File: config.mk
export PLATFORM = sky130hd
export DESIGN_NAME = vga_mode_seq
export DESIGN_NICKNAME = d
export VERILOG_FILES = /design/src/rtl/vga_pkg.sv /design/src/rtl/vga_timing_core.sv /design/src/rtl/vga_mode_seq.sv
export SDC_FILE = /design/constraint.sdc
export NUM_CORES = 1
export LEC_CHECK = 0
export CELL_PAD_IN_SITES_DETAIL_PLACEMENT = 1
export CELL_PAD_IN_SITES_GLOBAL_PLACEMENT = 1
export CORE_MARGIN = 2
export CORE_UTILIZATION = 40
export CTS_CLUSTER_SIZE = 10
export DETAILED_ROUTE_END_ITERATION = 16
export PLACE_DENSITY = 0.75
export REMOVE_ABC_BUFFERS = 1
export SLEW_MARGIN = 20
export SYNTH_ARGS = -nofsm -noshare
export SYNTH_HDL_FRONTEND = slang
export SYNTH_SLANG_ARGS = --single-unit
export TNS_END_PERCENT = 100
File: constraint.sdc
create_clock -name clk -period 3.41 [get_ports clk]
set_clock_uncertainty 0.05 [all_clocks]
set_input_delay 0.682 -clock clk [delete_from_list [all_inputs] [get_ports clk]]
set_output_delay 0.682 -clock clk [all_outputs]
set_load 0.1 [all_outputs]
File: src/rtl/vga_pkg.sv
// Shared types and helpers for the mode-sequencing VGA timing generator.
package vga_pkg;

    typedef enum logic [1:0] {
        IDLE  = 2'd0,
        RUN_A = 2'd1,
        RUN_B = 2'd2,
        DONE  = 2'd3
    } state_t;

    localparam int COORD_W = 10;

    function automatic int line_total(input int act, input int fp, input int sync, input int bp);
        return act + fp + sync + bp;
    endfunction

    function automatic int cnt_width(input int n);
        return (n > 1) ? $clog2(n) : 1;
    endfunction

endpackage

File: src/rtl/vga_timing_core.sv
// Pixel-enable divider, h/v counters and registered sync/active/coordinate decode.
module vga_timing_core
    import vga_pkg::*;
#(
    parameter int   H_ACTIVE = 640,
    parameter int   H_FP     = 16,
    parameter int   H_SYNC   = 96,
    parameter int   H_BP     = 48,
    parameter int   V_ACTIVE = 480,
    parameter int   V_FP     = 10,
    parameter int   V_SYNC   = 2,
    parameter int   V_BP     = 33,
    parameter int   CLK_DIV  = 2,
    parameter logic SYNC_ACT = 1'b0
) (
    input  logic               clk,
    input  logic               rst,
    input  logic               run,
    input  logic               clear,
    input  logic               half_x,
    output logic               pix_ce,
    output logic               frame_end,
    output logic               hsync,
    output logic               vsync,
    output logic               active,
    output logic [COORD_W-1:0] pix_x,
    output logic [COORD_W-1:0] pix_y,
    output logic               mode
);

    localparam int H_TOTAL = line_total(H_ACTIVE, H_FP, H_SYNC, H_BP);
    localparam int V_TOTAL = line_total(V_ACTIVE, V_FP, V_SYNC, V_BP);
    localparam int HW      = cnt_width(H_TOTAL);
    localparam int VW      = cnt_width(V_TOTAL);
    localparam int DW      = cnt_width(CLK_DIV);

    localparam logic [HW-1:0] H_LAST   = HW'(H_TOTAL - 1);
    localparam logic [VW-1:0] V_LAST   = VW'(V_TOTAL - 1);
    localparam logic [HW-1:0] H_VIS    = HW'(H_ACTIVE);
    localparam logic [VW-1:0] V_VIS    = VW'(V_ACTIVE);
    localparam logic [HW-1:0] HS_FIRST = HW'(H_ACTIVE + H_FP);
    localparam logic [HW-1:0] HS_LAST  = HW'(H_ACTIVE + H_FP + H_SYNC - 1);
    localparam logic [VW-1:0] VS_FIRST = VW'(V_ACTIVE + V_FP);
    localparam logic [VW-1:0] VS_LAST  = VW'(V_ACTIVE + V_FP + V_SYNC - 1);
    localparam logic [DW-1:0] DIV_LAST = DW'(CLK_DIV - 1);

    logic [DW-1:0] div_cnt;
    logic [HW-1:0] hcount;
    logic [VW-1:0] vcount;
    logic          h_last;
    logic          v_last;
    logic          visible;
    logic          in_hs;
    logic          in_vs;

    assign pix_ce    = run && (div_cnt == DIV_LAST);
    assign h_last    = (hcount == H_LAST);
    assign v_last    = (vcount == V_LAST);
    assign frame_end = pix_ce && h_last && v_last;

    // Counters sit at zero whenever the sequencer is not running a mode.
    always_ff @(posedge clk) begin
        if (rst || clear || !run) begin
            div_cnt <= '0;
            hcount  <= '0;
            vcount  <= '0;
        end else begin
            div_cnt <= pix_ce ? '0 : div_cnt + 1'b1;
            if (pix_ce) begin
                if (h_last) begin
                    hcount <= '0;
                    vcount <= v_last ? '0 : vcount + 1'b1;
                end else begin
                    hcount <= hcount + 1'b1;
                end
            end
        end
    end

    assign visible = run && (hcount < H_VIS) && (vcount < V_VIS);
    assign in_hs   = run && (hcount >= HS_FIRST) && (hcount <= HS_LAST);
    assign in_vs   = run && (vcount >= VS_FIRST) && (vcount <= VS_LAST);

    // One register stage for every decoded output, mode included, keeps them aligned.
    always_ff @(posedge clk) begin
        if (rst) begin
            hsync  <= ~SYNC_ACT;
            vsync  <= ~SYNC_ACT;
            active <= 1'b0;
            pix_x  <= '0;
            pix_y  <= '0;
            mode   <= 1'b0;
        end else begin
            hsync  <= in_hs ? SYNC_ACT : ~SYNC_ACT;
            vsync  <= in_vs ? SYNC_ACT : ~SYNC_ACT;
            active <= visible;
            if (visible) begin
                pix_x <= half_x ? COORD_W'(hcount >> 1) : COORD_W'(hcount);
                pix_y <= COORD_W'(vcount);
            end else begin
                pix_x <= '0;
                pix_y <= '0;
            end
            mode   <= half_x;
        end
    end

endmodule

File: src/rtl/vga_mode_seq.sv
// Sequencer: FRAMES_PER_MODE frames at full width, then the same at half width, then DONE.
module vga_mode_seq
    import vga_pkg::*;
#(
    parameter int   H_ACTIVE        = 640,
    parameter int   H_FP            = 16,
    parameter int   H_SYNC          = 96,
    parameter int   H_BP            = 48,
    parameter int   V_ACTIVE        = 480,
    parameter int   V_FP            = 10,
    parameter int   V_SYNC          = 2,
    parameter int   V_BP            = 33,
    parameter int   CLK_DIV         = 2,
    parameter int   FRAMES_PER_MODE = 1,
    parameter logic SYNC_ACT        = 1'b0
) (
    input  logic               clk,
    input  logic               rst,
    input  logic               start,
    output logic               pix_ce,
    output logic               hsync,
    output logic               vsync,
    output logic               active,
    output logic [COORD_W-1:0] pix_x,
    output logic [COORD_W-1:0] pix_y,
    output logic               mode,
    output logic               done_a,
    output logic               done
);

    localparam int            FW     = cnt_width(FRAMES_PER_MODE);
    localparam logic [FW-1:0] F_LAST = FW'(FRAMES_PER_MODE - 1);

    state_t        state;
    state_t        state_next;
    logic [FW-1:0] frame_cnt;
    logic [FW-1:0] frame_cnt_next;
    logic          done_a_next;
    logic          done_next;
    logic          clear;
    logic          run;
    logic          half_x;
    logic          frame_end;

    assign run    = (state == RUN_A) || (state == RUN_B);
    assign half_x = (state == RUN_B);

    always_ff @(posedge clk) begin
        if (rst) begin
            state     <= IDLE;
            frame_cnt <= '0;
            done_a    <= 1'b0;
            done      <= 1'b0;
        end else begin
            state     <= state_next;
            frame_cnt <= frame_cnt_next;
            done_a    <= done_a_next;
            done      <= done_next;
        end
    end

    // start is only honoured while stopped; during RUN_A/RUN_B it is dropped.
    always_comb begin
        state_next     = state;
        frame_cnt_next = frame_cnt;
        done_a_next    = done_a;
        done_next      = done;
        clear          = 1'b0;
        case (state)
            IDLE, DONE: begin
                if (start) begin
                    state_next     = RUN_A;
                    frame_cnt_next = '0;
                    done_a_next    = 1'b0;
                    done_next      = 1'b0;
                    clear          = 1'b1;
                end
            end
            RUN_A: begin
                if (frame_end) begin
                    if (frame_cnt == F_LAST) begin
                        state_next     = RUN_B;
                        frame_cnt_next = '0;
                        done_a_next    = 1'b1;
                    end else begin
                        frame_cnt_next = frame_cnt + 1'b1;
                    end
                end
            end
            RUN_B: begin
                if (frame_end) begin
                    if (frame_cnt == F_LAST) begin
                        state_next     = DONE;
                        frame_cnt_next = '0;
                        done_next      = 1'b1;
                    end else begin
                        frame_cnt_next = frame_cnt + 1'b1;
                    end
                end
            end
            default: state_next = IDLE;
        endcase
    end

    vga_timing_core #(
        .H_ACTIVE (H_ACTIVE),
        .H_FP     (H_FP),
        .H_SYNC   (H_SYNC),
        .H_BP     (H_BP),
        .V_ACTIVE (V_ACTIVE),
        .V_FP     (V_FP),
        .V_SYNC   (V_SYNC),
        .V_BP     (V_BP),
        .CLK_DIV  (CLK_DIV),
        .SYNC_ACT (SYNC_ACT)
    ) u_core (
        .clk       (clk),
        .rst       (rst),
        .run       (run),
        .clear     (clear),
        .half_x    (half_x),
        .pix_ce    (pix_ce),
        .frame_end (frame_end),
        .hsync     (hsync),
        .vsync     (vsync),
        .active    (active),
        .pix_x     (pix_x),
        .pix_y     (pix_y),
        .mode      (mode)
    );

endmodule

* After elaboration in Yosys (flattened, before gate mapping)
Index checks and enable logic that the tools add are counted.
Word-level totals: word-level logic and storage cells 83, register bits after elaboration 50, input port bits 3, output and inout bits 27
Operators by class: equality and inequality tests 11, $lt $le $gt $ge 6, muxes and demuxes 21, reduce and logical (&&, ||, !) cells 26, bitwise operators 1, $add $sub $neg 4
Operator list (number):
- adder 10 x 1 -> 10 bit (second input constant) | 2
- == test 10 bit (second input constant) | 2
- two-way mux 10 bit | 2
- greater-or-equal comparator 10 bit (second input constant) | 1
- greater-or-equal comparator 10 x 9 -> 1 bit (second input constant) | 1
- less-or-equal comparator 10 bit (second input constant) | 1
- less-or-equal comparator 10 x 9 -> 1 bit (second input constant) | 1
- < comparator 10 bit (second input constant) | 1
- < comparator 10 x 9 -> 1 bit (second input constant) | 1
- two-way mux 2 bit | 5
- != test 2 bit (second input constant) | 5
- logical AND 1 bit | 9
- two-way mux 1 bit | 9
- two-way mux 9 bit | 1
- AND reduction 4 bit | 2
- OR reduction 2 bit | 4
- case mux 1 bit (2 select lines) | 3
- case mux 2 bit (3 select lines) | 1
- AND reduction 5 bit | 1
- == test 2 bit (second input constant) | 2
- AND reduction 2 bit | 2
- nonzero test 2 bit | 2
- logical OR 1 bit | 3
- OR reduction 3 bit | 1
- other kinds (6) | 7

* Longest topological paths before layout
Gate-level depths: netlist (run 1).
depth after elaboration 7, depth in mapped cells 8, gate-level depth less buffers 7

* Modules after synthesis
A second synthesis (run 1) with hierarchy kept.
Unflattened totals: cells, all modules 220, area, all modules 2016.9 sq um
Modules (own cells, without submodules):
- vga_timing_core | cells an instance 194, sequential area each 900.9 sq um, times used 1, area an instance 1791.7 sq um
- vga_mode_seq | cells an instance 26, sequential area each 80.1 sq um, times used 1, area an instance 225.2 sq um

* Worst setup path after synthesis (run 1)
Ideal clock, no wire load.
kind register -> register, start register state[0], end register u_core.vcount[5], cell stages (with the launch flop) 8, buffers on the path 1, data required time 3290 ps, period minus slack after synthesis 2358 ps, path slack 1052 ps, arrival time 2238 ps, path through dfxtp_1 > inv_1 > ha_1 > nand2b_1 > or4_1 > buf_2 > or4_1 > a21oi_1
Between the ends: cells in the longest elaborated chain, start to end 5, elaborated cells on any way between the ends 12
Ends and longest elaborated chain:
- from (decl) | RTL line vga_mode_seq.sv:34 | state_t state;
- from (signal assigned) | RTL line vga_mode_seq.sv:55 | state <= state_next;
- == test 2 bit / zero test 2 bit (equally long branches) | RTL line vga_mode_seq.sv:69 | case (state)
- OR reduction 2 bit | RTL line vga_mode_seq.sv:69
- two-way mux 1 bit | RTL line vga_mode_seq.sv:69
- logical OR 1 bit (2 in series) | RTL line vga_timing_core.sv:63 | if (rst || clear || !run) begin
- to (signal assigned) | RTL line vga_timing_core.sv:72 | vcount <= v_last ? '0 : vcount + 1'b1;
- to (decl) | RTL line vga_timing_core.sv:49 | logic [VW-1:0] vcount;
Several ways; a longest one is shown, not always the timed one. A chain may end at the register's enable or synchronous reset.

* Final worst setup path (run 1)
start register state[0], end register u_core.vcount[7]
Same word-level chain as after synthesis.

==> reports/summary.log, run 1 <==
INFO  run_status     outcome=complete, no violations
INFO  die            fp.coreArea=5010um^2
INFO  cells_and_area post_route_cells_drive_above_1_share=8.40%
INFO  cells_and_area final_common_cell=dfxtp_1
INFO  timing         timing.setup.tns=0ns
INFO  place          io_buffers=29
INFO  logic_synthesis synth_seq_cells=49
INFO  cells_and_area mostFrequentLayoutCells=49 x dfxtp_1, 25 x nor2_1, 21 x clkdlybuf4s50_1
INFO  cells_and_area layout.cell_area.non_filler=2460um^2
INFO  route          vias=1,654
INFO  logic_synthesis synth.cell_area=2050um^2
INFO  cells_and_area num-nets-final=260
INFO  route          route.antenna.remaining_nets=0
INFO  place          dp_hpwl=3130um
INFO  worst_setup_path cp.arrival=2.97ns
INFO  cells_and_area nFillCells=607
INFO  timing         setup_viol=0
INFO  worst_setup_path crit_path_top_delay_cell=or4_1
INFO  worst_setup_path timing_worst_setup_path_type=flop to flop
INFO  power_and_ir_drop p_leak=0.835nW
INFO  worst_setup_path critical_path.cell_chain=inv_1 > ha_1 > nand2b_1 > or4_1 > or4_1 > a21oi_1
INFO  worst_setup_path crit_path_end_kind=flop
INFO  logic_synthesis yosysUniqueCellTypes=42
INFO  logic_synthesis synth_seq_area_share=48.0%
INFO  grt            grt_antenna_before_repair=0
INFO  hold_path      worstHoldPathType=flop to flop
INFO  cts            cts_setup_buffers=0
INFO  route          detail_route.vias_per_cell=5.17
INFO  power_and_ir_drop cellPowerDensity=550nW/um^2
INFO  place          gp_routability_congestion=0.785
INFO  timing         fmaxAchievable=359MHz
INFO  worst_setup_path crit_path_max_incr_delay=0.85ns
INFO  logic_synthesis post_synth.cell_area_avg=9.17um^2
INFO  cts            postCtsHoldBufs=0
INFO  timing         grt_setup_unrepaired=false
INFO  worst_setup_path critical_path_peak_fanout=19
INFO  route          drc=0
INFO  logic_synthesis synth_top_flop_cell=dfxtp_1
INFO  die            die-width=75.5um
INFO  logic_synthesis asyncSetResetFlopFracSynth=0%
INFO  die            rows=26
INFO  timing         relative_slew_margins=34.3%
INFO  timing         hold_viol=0
INFO  grt            globalRoute.totalOverflow=0
INFO  die            io-pin-count=30
INFO  grt            grt.total_usage=16.4%
INFO  cts            cts_tree=done
INFO  cts            cts-root-buf=clkbuf_8
INFO  worst_setup_path crit_path_start_kind=flop
INFO  grt            grt_first_pass_wirelength=7130um
INFO  power_and_ir_drop vdd.ir_drop.worst=0.317mV
INFO  die            initial_core_util=40.8%
INFO  route          postRouteWirelength=4300um
INFO  cts            cts-root-to-sink-buffers=2
INFO  cts            h_tree_levels=2
INFO  grt            grt_max_degree=20
INFO  power_and_ir_drop fin_total_pwr=0.00135W
INFO  place          cell_area_after_placement=2360um^2
INFO  worst_setup_path timing.critical_path.buf_inv=1
INFO  cells_and_area insertedDiodeCount=0
INFO  grt            first_global_vias=1,470
INFO  cells_and_area finish.utilization=49.0%
INFO  cts            cts_repair_resize_count=0
INFO  logic_synthesis synth.yosys.warnings=0
INFO  logic_synthesis edff_count_synth=0
INFO  timing         slew_violations=0
INFO  flow_run       max_cap_violations=0
INFO  worst_setup_path worst_path_dominant_cell_family=simple AND/OR/NAND/NOR gates
INFO  route          post_drt_wl_per_cell=13.5um
INFO  worst_setup_path critical_path.most_common_cell=or4_1
INFO  cts            worstSkewPairLatency=0.30ns
INFO  logic_synthesis postSynthCellCount=223
INFO  worst_setup_path cp.required=3.59ns
INFO  cells_and_area area_delta_synth_final=20.1%
INFO  timing         tightestPinTransition=0.983ns
INFO  timing         layout_worst_path_cycle_share=81.7%
INFO  cts            cts_made_buffers=5
INFO  die            fp.dieH=75.5um
INFO  die            fp.dieArea=5700um^2
INFO  route          initialDrtViolationCount=93
INFO  route          drt_first_pass_iters=4
INFO  timing         period_minus_slack=2.79ns
INFO  cts            worst_setup_hold_path_clk_slew=0.09ns
INFO  cts            tritoncts_num_sinks=49
area by class of cell:
cell class                 instances  area (um^2)  area share [%]
clock buffer                       6         82.6            3.36
clock inverter                     2         13.8           0.560
inverter                          12         45.0            1.83
multi-input combinational        151          968            39.4
sequential                        49          981            39.9
tap                               70         87.6            3.57
timing repair buffer              30          278            11.3
worst register-to-register path, cell delays in order, from the launching register on:
cell and delay [ns]:
dfxtp_1 0.39, inv_1 0.06, ha_1 0.35, nand2b_1 0.25
or4_1 0.85, or4_1 0.61, a21oi_1 0.15
cells by family after synthesis:
logic type,Yosys count,synth area share [%]
and+or+nand+nor,90,23.5
DFF,49,48.0
AOI/OAI and AO/OA,34,10.5
buffers and inverters,23,4.71
xor gates and xnor gates,9,3.85
muxes,9,4.40
adders and majority gates,8,4.89
other,1,0.183
layer usage:
metal / part of all wire [%] / GRT usage (%) / vias up
met3: 3.8 / 3.31 / 7
met2: 46 / 26.2 / 35
met5: 0 / 0 / -
li1: - / - / 823
met4: 1.6 / 5.85 / 0
met1: 49 / 22.1 / 789
state kept, by name, summed over array words and instances (netlist names):
signal,count
u_core.pix_x,10
state,2
u_core.vsync,1
u_core.active,1
u_core.mode,1
done_a,1
u_core.pix_y,10
done,1
u_core.hcount,10
u_core.div_cnt,1
u_core.vcount,10
u_core.hsync,1
final timing paths:
kind         startpoint          endpoint  slack, ns  cells after the start
max            state[0]  u_core.vcount[7]       0.62                      6
min              done_a            done_a       0.43                      2
max reg2reg    state[0]  u_core.vcount[7]       0.62                      6
min reg2reg      done_a            done_a       0.43                      2
cell usage after synthesis, drive strengths merged (2+ instances only):
| cell type | count | share of area, % |
|---|---|---|
| dfxtp | 49 | 48 |
| nor2 | 25 | 4.6 |
| a21oi | 14 | 3.4 |
| nand2 | 14 | 2.6 |
| inv | 12 | 2.2 |
| mux2i | 9 | 4.4 |
| o21ai | 9 | 2.4 |
| ha | 8 | 4.9 |
| clkbuf | 7 | 1.3 |
| nand3 | 7 | 1.7 |
| nand4 | 7 | 2.1 |
| and2 | 6 | 1.8 |
| or3 | 6 | 1.8 |
| nor3 | 5 | 1.2 |
| or4 | 5 | 1.8 |
| xnor2 | 5 | 2.1 |
| buf | 4 | 1.2 |
| o31ai | 4 | 1.5 |
| xor2 | 4 | 1.7 |
| nand2b | 3 | 0.92 |
| o311ai | 2 | 0.86 |
per-stage QoR:
step / instances / worst slack [ns] / hold WS, ns
2_1_floorplan: 212 / 0.918 / 0.377
3_3_place_gp: 312 / 0.708 / 0.411
3_5_place_dp: 312 / 0.599 / 0.422
4_1_cts: 320 / 0.601 / 0.440
5_1_grt: 320 / 0.446 / 0.460
6_report: 320 / 0.623 / 0.433
report_power, final:
group,total [W],switching [W],internal (W)
Clock,0.000353,0.000188,0.000165
Combinational,0.000381,0.000275,0.000106
Sequential,0.000616,0.0000180,0.000598
Total,0.00135,0.000482,0.000869
(Power assumes the default switching activity.)
==> run 2, diff against run 1 <==
--- a/config.mk
+++ b/config.mk
@@ -8,10 +8,10 @@
 export CELL_PAD_IN_SITES_DETAIL_PLACEMENT = 1
 export CELL_PAD_IN_SITES_GLOBAL_PLACEMENT = 1
 export CORE_MARGIN = 2
-export CORE_UTILIZATION = 40
+export CORE_UTILIZATION = 36
 export CTS_CLUSTER_SIZE = 10
 export DETAILED_ROUTE_END_ITERATION = 16
-export PLACE_DENSITY = 0.75
+export PLACE_DENSITY = 0.72
 export REMOVE_ABC_BUFFERS = 1
 export SLEW_MARGIN = 20
 export SYNTH_ARGS = -nofsm -noshare
==> constraint.sdc (replaced) <==
create_clock -name clk -period 2.39 [get_ports clk]
set_clock_uncertainty 0.05 [all_clocks]
set_input_delay 0.478 -clock clk [delete_from_list [all_inputs] [get_ports clk]]
set_output_delay 0.478 -clock clk [all_outputs]
set_load 0.1 [all_outputs]
==> run 2 against run 1 <==
  * First-iteration DRC count rose by 24%
  * Power rose by 65%
  * Largest cell class unchanged
  * Register-to-register slack got worse by 0.52 ns
==> reports/summary.log, run 2 (synthesis gave the netlist of run 1 again) <==
INFO  grt            grt_max_degree=20 [unchanged]
INFO  worst_setup_path cp.required=2.58ns [-1.01 ns]
INFO  worst_setup_path crit_path_end_kind=flop
INFO  route          initialDrtViolationCount=115 [+24%]
INFO  timing         relative_slew_margins=64.8% [+31 points]
INFO  cells_and_area post_route_cells_drive_above_1_share=23.9% [+15 points]
INFO  worst_setup_path cp.arrival=2.48ns [-0.49 ns]
INFO  worst_setup_path critical_path.most_common_cell=or4_1
INFO  grt            globalRoute.totalOverflow=0 [unchanged]
INFO  timing         fmaxAchievable=437MHz [+22%]
INFO  worst_setup_path timing_worst_setup_path_type=flop to flop
INFO  cts            cts_made_buffers=5 [unchanged]
INFO  grt            grt_antenna_before_repair=0 [unchanged]
INFO  cells_and_area finish.utilization=47.9% [-1.1 points]
INFO  grt            grt.total_usage=15.7% [-0.70 points]
INFO  place          gp_routability_congestion=0.790 [+0.59%]
INFO  cts            tritoncts_num_sinks=49 [unchanged]
INFO  die            die-width=79.4um [+5.1%]
INFO  timing         tightestPinTransition=0.521ns [-0.462 ns]
INFO  cells_and_area area_delta_synth_final=29.0%
INFO  cells_and_area insertedDiodeCount=0 [unchanged]
INFO  die            io-pin-count=30 [unchanged]
INFO  timing         period_minus_slack=2.29ns [-0.497 ns]
INFO  timing         slew_violations=0 [unchanged]
INFO  worst_setup_path crit_path_start_kind=flop
INFO  cts            postCtsHoldBufs=0 [unchanged]
INFO  cells_and_area mostFrequentLayoutCells=48 x dfxtp_1, 48 x buf_4, 25 x nor2_1
INFO  power_and_ir_drop cellPowerDensity=844nW/um^2 [+53%]
INFO  route          drc=0 [unchanged]
INFO  die            fp.dieArea=6300um^2 [+10%]
INFO  cts            cts-root-buf=clkbuf_8
INFO  route          route.antenna.remaining_nets=0 [unchanged]
INFO  route          detail_route.vias_per_cell=5.00 [-3.3%]
INFO  run_status     outcome=complete, no violations
INFO  cts            worst_setup_hold_path_clk_slew=0.09ns [about the same]
INFO  place          dp_hpwl=3310um [+5.7%]
INFO  route          postRouteWirelength=4590um [+6.6%]
INFO  worst_setup_path crit_path_top_delay_cell=or4_1
INFO  worst_setup_path critical_path.cell_chain=inv_1 > ha_1 > nand2b_1 > or4_1 > buf_6 > or4_1 > a21oi_1
INFO  timing         hold_viol=0 [unchanged]
INFO  route          post_drt_wl_per_cell=13.3um [-0.86%]
INFO  worst_setup_path critical_path_peak_fanout=14 [-5]
INFO  cts            worstSkewPairLatency=0.30ns [about the same]
INFO  grt            first_global_vias=1,642 [+12%]
INFO  flow_run       max_cap_violations=0 [unchanged]
INFO  route          drt_first_pass_iters=4 [unchanged]
INFO  worst_setup_path crit_path_max_incr_delay=0.54ns [-0.31 ns]
INFO  cells_and_area nFillCells=653 [+7.6%]
INFO  die            fp.coreArea=5510um^2 [+9.9%]
INFO  timing         timing.setup.tns=0ns [unchanged]
INFO  die            initial_core_util=37.2% [-3.7 points]
INFO  timing         setup_viol=0 [unchanged]
INFO  power_and_ir_drop vdd.ir_drop.worst=0.522mV [+65%]
INFO  grt            grt_first_pass_wirelength=7870um [+10%]
INFO  power_and_ir_drop p_leak=0.997nW [+19%]
INFO  die            rows=27 [+3.8%]
INFO  route          vias=1,719 [+3.9%]
INFO  timing         layout_worst_path_cycle_share=95.8% [+14 points]
INFO  cts            h_tree_levels=2 [unchanged]
INFO  cts            cts_tree=done
INFO  hold_path      worstHoldPathType=flop to flop
INFO  die            fp.dieH=79.4um [+5.1%]
INFO  place          io_buffers=29 [unchanged]
INFO  cells_and_area num-nets-final=282 [+8.5%]
INFO  cts            cts-root-to-sink-buffers=2 [unchanged]
==> run 2: changes by cell type in the layout (fill, tap and decap cells not counted) <==
cell,change
bufinv_16,+2
dfxtp_2,+1
or4_1,-1
a21oi_1,-1
or4_4,+1
a21oi_2,+1
clkinv_4,-1
buf_12,+1
clkbuf_8,-1
buf_4,+39
buf_6,+1
clkdlybuf4s50_1,-19
dfxtp_1,-1
==> run 2: path summary, 6_finish.rpt <==
check                 from          endpoint  slack [ns]  cells past startpoint
setup / recovery  state[0]  u_core.vcount[5]        0.10                      7
hold / removal        done              done        0.43                      2
setup reg to reg  state[0]  u_core.vcount[5]        0.10                      7
hold reg to reg       done              done        0.43                      2
==> run 2: stage by stage <==
step	hold WS, ns	cells	total power, W	cell area, um^2	setup slack (ns)
floorplan	0.377	212	0.00131	1990	-0.102
global placement	0.404	332	0.00155	2460	0.130
detailed placement	0.413	332	0.00155	2460	0.0662
global route	0.471	344	0.00236	2640	-0.0110
finish	0.429	344	0.00223	2640	0.100
CTS	0.437	340	0.00226	2600	0.0384
==> run 2: layer usage <==
layer  GRT usage, %  share of wire, %
met5              0                 0
met4           4.66               1.2
met3           3.39               3.6
met2           24.6                45
met1           21.7                50
==> run 2: cell type report <==
class | count | area, um^2 | share of cell area [%]
Sequential cell | 49 | 982 | 37.2
Multi-Input combinational cell | 151 | 976 | 37.0
Timing Repair Buffer | 52 | 412 | 15.6
Tap cell | 72 | 90.1 | 3.41
Clock buffer | 5 | 68.8 | 2.61
Clock inverter | 3 | 65.1 | 2.47
Inverter | 12 | 45.0 | 1.71
==> run 2: what timing repair did <==
action                     in CTS  in global routing
buffers inserted                0                  4
gates resized for setup         0                  4
setup endpoints to repair       0                  4
==> run 2: worst max-delay path: cells and delay by family (launching register included) <==
family,cells,cell delay (ns)
AND/OR/NAND/NOR,3,1.21
adder cells (fa/ha/maj),1,0.29
AO/OA/AOI/OAI,1,0.14
buffers and inverters,2,0.21
flip-flops,1,0.34
==> run 2: where the power goes <==
part	internal, W	switching (W)	total [W]
registers	0.000855	0.0000203	0.000875
clock network	0.000416	0.000279	0.000695
logic	0.000230	0.000426	0.000656
total	0.00150	0.000725	0.00223
==> run 3, diff against run 2 <==
--- a/config.mk
+++ b/config.mk
@@ -12,6 +12,7 @@
 export CTS_CLUSTER_SIZE = 10
 export DETAILED_ROUTE_END_ITERATION = 16
 export PLACE_DENSITY = 0.72
+export RECOVER_POWER = 100
 export REMOVE_ABC_BUFFERS = 1
 export SLEW_MARGIN = 20
 export SYNTH_ARGS = -nofsm -noshare
==> run 3 against run 2 <==
  * Largest cell class unchanged
  * Critical endpoint unchanged
  * Via count is 0.52% lower
  * Power is 2.6% lower
  * Routed wire length is 0.59% higher
  * Setup slack better by 0.0023 ns
  * Highest routed layer unchanged
  * Global-route usage stayed put
  * Critical path type unchanged
==> reports/summary.log, run 3 (synthesis gave the netlist of run 1 again) <==
INFO  run_status     outcome=complete, no violations
INFO  die            initial_core_util=37.2% [unchanged]
INFO  hold_path      hold_path_depth=2 [unchanged]
INFO  grt            grt.total_usage=15.7% [unchanged]
INFO  worst_setup_path timing_worst_setup_path_type=flop to flop
INFO  cts            cts_made_buffers=5 [unchanged]
INFO  cts            h_tree_levels=2 [unchanged]
INFO  route          drc=0 [unchanged]
INFO  worst_setup_path timing.critical_path.buf_inv=2 [unchanged]
INFO  worst_setup_path crit_path_end_kind=flop
INFO  hold_path      worstHoldPathType=flop to flop
INFO  timing         layout_worst_path_cycle_share=95.7% [about the same]
INFO  worst_setup_path crit-reg2reg-capture=u_core.vcount[5]
INFO  die            io-pin-count=30 [unchanged]
INFO  die            fp.coreArea=5510um^2 [unchanged]
INFO  cts            worst_setup_hold_path_clk_slew=0.09ns [about the same]
INFO  cells_and_area area_delta_synth_final=22.6%
INFO  cells_and_area final_common_cell=dfxtp_1
INFO  worst_setup_path cp.arrival=2.48ns [about the same]
INFO  worst_setup_path critical_path_peak_fanout=14 [unchanged]
INFO  timing         fmaxAchievable=437MHz [about the same]
INFO  cells_and_area seqCellArea=982um^2 [unchanged]
INFO  worst_setup_path reg2reg_slack=0.10ns [about the same]
INFO  route          postRouteWirelength=4610um [+0.59%]
INFO  place          cell_area_after_placement=2460um^2 [unchanged]
INFO  route          route.antenna.remaining_nets=0 [unchanged]
INFO  cells_and_area mostFrequentLayoutCells=48 x dfxtp_1, 29 x clkbuf_1, 25 x nor2_1
INFO  route          detail_route.vias_per_cell=4.97 [-0.52%]
INFO  cells_and_area nFillCells=671 [+2.8%]
INFO  grt            global_route.usage.met1=21.7% [unchanged]
INFO  route          drt_first_pass_iters=4 [unchanged]
INFO  cts            worstSkewPairLatency=0.30ns [about the same]
INFO  place          dp_hpwl=3310um [unchanged]
INFO  place          io_buffers=29 [unchanged]
INFO  worst_setup_path crit_path_top_delay_cell=or4_1
INFO  worst_setup_path startpoint_of_the_worst_register_to_register_path=state[0]
INFO  hold_path      timing.hold.worst_endpoint=done
INFO  cells_and_area multi_input_comb_area=972um^2 [-0.38%]
INFO  hold_path      holdCritStartpoint=done
INFO  grt            grt_antenna_before_repair=0 [unchanged]
INFO  timing         hold_viol=0 [unchanged]
INFO  grt            met3_usage=3.39% [unchanged]
INFO  worst_setup_path critical_path.most_common_cell=or4_1
INFO  cts            cts-root-buf=clkbuf_8
INFO  grt            globalRoute.totalOverflow=0 [unchanged]
INFO  cells_and_area insertedDiodeCount=0 [unchanged]
INFO  route          post_drt_wl_per_cell=13.4um [+0.59%]
INFO  flow_run       max_cap_violations=0 [unchanged]
INFO  timing         relative_slew_margins=22.1% [-43 points]
INFO  worst_setup_path cell_count_of_the_worst_reg_to_reg_path=7 [unchanged]
INFO  worst_setup_path critical_path.cell_chain=inv_1 > ha_1 > nand2b_1 > or4_1 > buf_6 > or4_1 > a21oi_1
INFO  power_and_ir_drop cellPowerDensity=865nW/um^2 [+2.5%]
INFO  place          post-place-ws=0.0662ns [unchanged]
INFO  cts            cts-root-to-sink-buffers=2 [unchanged]
INFO  grt            first_global_vias=1,642 [unchanged]
INFO  timing         slew_violations=0 [unchanged]
INFO  grt            grt_first_pass_wirelength=7870um [unchanged]
INFO  cells_and_area num-nets-final=282 [unchanged]
INFO  place          gp_routability_congestion=0.790 [unchanged]
INFO  worst_setup_path crit_path_max_incr_delay=0.54ns [about the same]
INFO  timing         period_minus_slack=2.29ns [-0.00226 ns]
INFO  cts            tritoncts_num_sinks=49 [unchanged]
INFO  die            die-width=79.4um [unchanged]
INFO  worst_setup_path cp.required=2.58ns [about the same]
INFO  grt            grt_max_degree=20 [unchanged]
INFO  die            fp.dieArea=6300um^2 [unchanged]
INFO  worst_setup_path worst_path_dominant_cell_family=simple AND/OR/NAND/NOR gates
INFO  route          initialDrtViolationCount=96 [-17%]
INFO  timing         setup_viol=0 [unchanged]
INFO  timing         timing.final.ws_setup=0.103ns [+0.00227 ns]
INFO  die            fp.dieH=79.4um [unchanged]
INFO  cts            cts_tree=done
INFO  route          vias=1,710 [-0.52%]
INFO  worst_setup_path crit_path_start_kind=flop
INFO  cells_and_area layout.cell_area.non_filler=2510um^2 [-4.9%]
INFO  grt            grt-busiest-layer=met2
INFO  die            rows=27 [unchanged]
INFO  grt            grt_use_met2=24.6% [unchanged]
INFO  timing         tightestPinTransition=1.17ns [+0.653 ns]
INFO  power_and_ir_drop p_leak=0.872nW [-12%]
INFO  cells_and_area post_route_cells_drive_above_1_share=12.9% [-11 points]
INFO  power_and_ir_drop vdd.ir_drop.worst=0.521mV [-0.26%]
[run 3: metrics by stage]
step / TNS (ns) / utilization [%] / hold WS [ns] / instances / power (W)
6_report: 0 / 45.6 / 0.430 / 344 / 0.00217
5_1_grt: -0.00570 / 45.6 / 0.471 / 344 / 0.00230
4_1_cts: 0 / 47.1 / 0.437 / 340 / 0.00226
3_5_place_dp: 0 / 44.7 / 0.413 / 332 / 0.00155
3_3_place_gp: 0 / 44.7 / 0.404 / 332 / 0.00155
2_1_floorplan: -0.407 / - / 0.377 / 212 / 0.00131
[run 3: worst min-delay path, delay by kind of cell, from the launching register on]
| kind | cells | cell delay, ns |
|---|---|---|
| compound gates | 2 | 0.12 |
| flops | 1 | 0.32 |
[run 3: worst max-delay path by stage]
stage / slack, ns / start / to / depth (start not counted)
final: 0.10 / state[0] / u_core.vcount[5] / 7
after floorplan: -0.10 / state[0] / u_core.vcount[5] / 6
after global routing: -0.006 / state[0] / u_core.vcount[5] / 7
after global placement: 0.13 / state[0] / u_core.vcount[6] / 7
after detailed placement: 0.07 / state[0] / u_core.vcount[8] / 7
after CTS: 0.04 / state[0] / u_core.vcount[8] / 7
[run 3: where the power goes]
group | total [W] | internal, W | switching, W
combinational | 0.000598 | 0.000176 | 0.000422
clock | 0.000696 | 0.000416 | 0.000281
sequential | 0.000875 | 0.000855 | 0.0000199
[run 3: area by class of cell]
cell class                 count  share of cell area, %
timing repair buffer          52                   11.4
clock buffer                   5                   2.74
clock inverter                 3                   2.59
inverter                      12                   1.80
multi-input combinational    151                   38.8
sequential                    49                   39.2
tap                           72                   3.59
[run 3: timing repair]
action / CTS / global route
buffers inserted: 0 / 4
gates resized for setup: 0 / 4
endpoints found under the setup margin: 0 / 4
hold buffers: 0 / 0
[run 3: routing by layer]
metal / up-vias / share of wire, %
li1: 866 / -
met4: 0 / 1.2
met2: 28 / 44
met5: - / 0
met1: 810 / 50
met3: 6 / 4.1
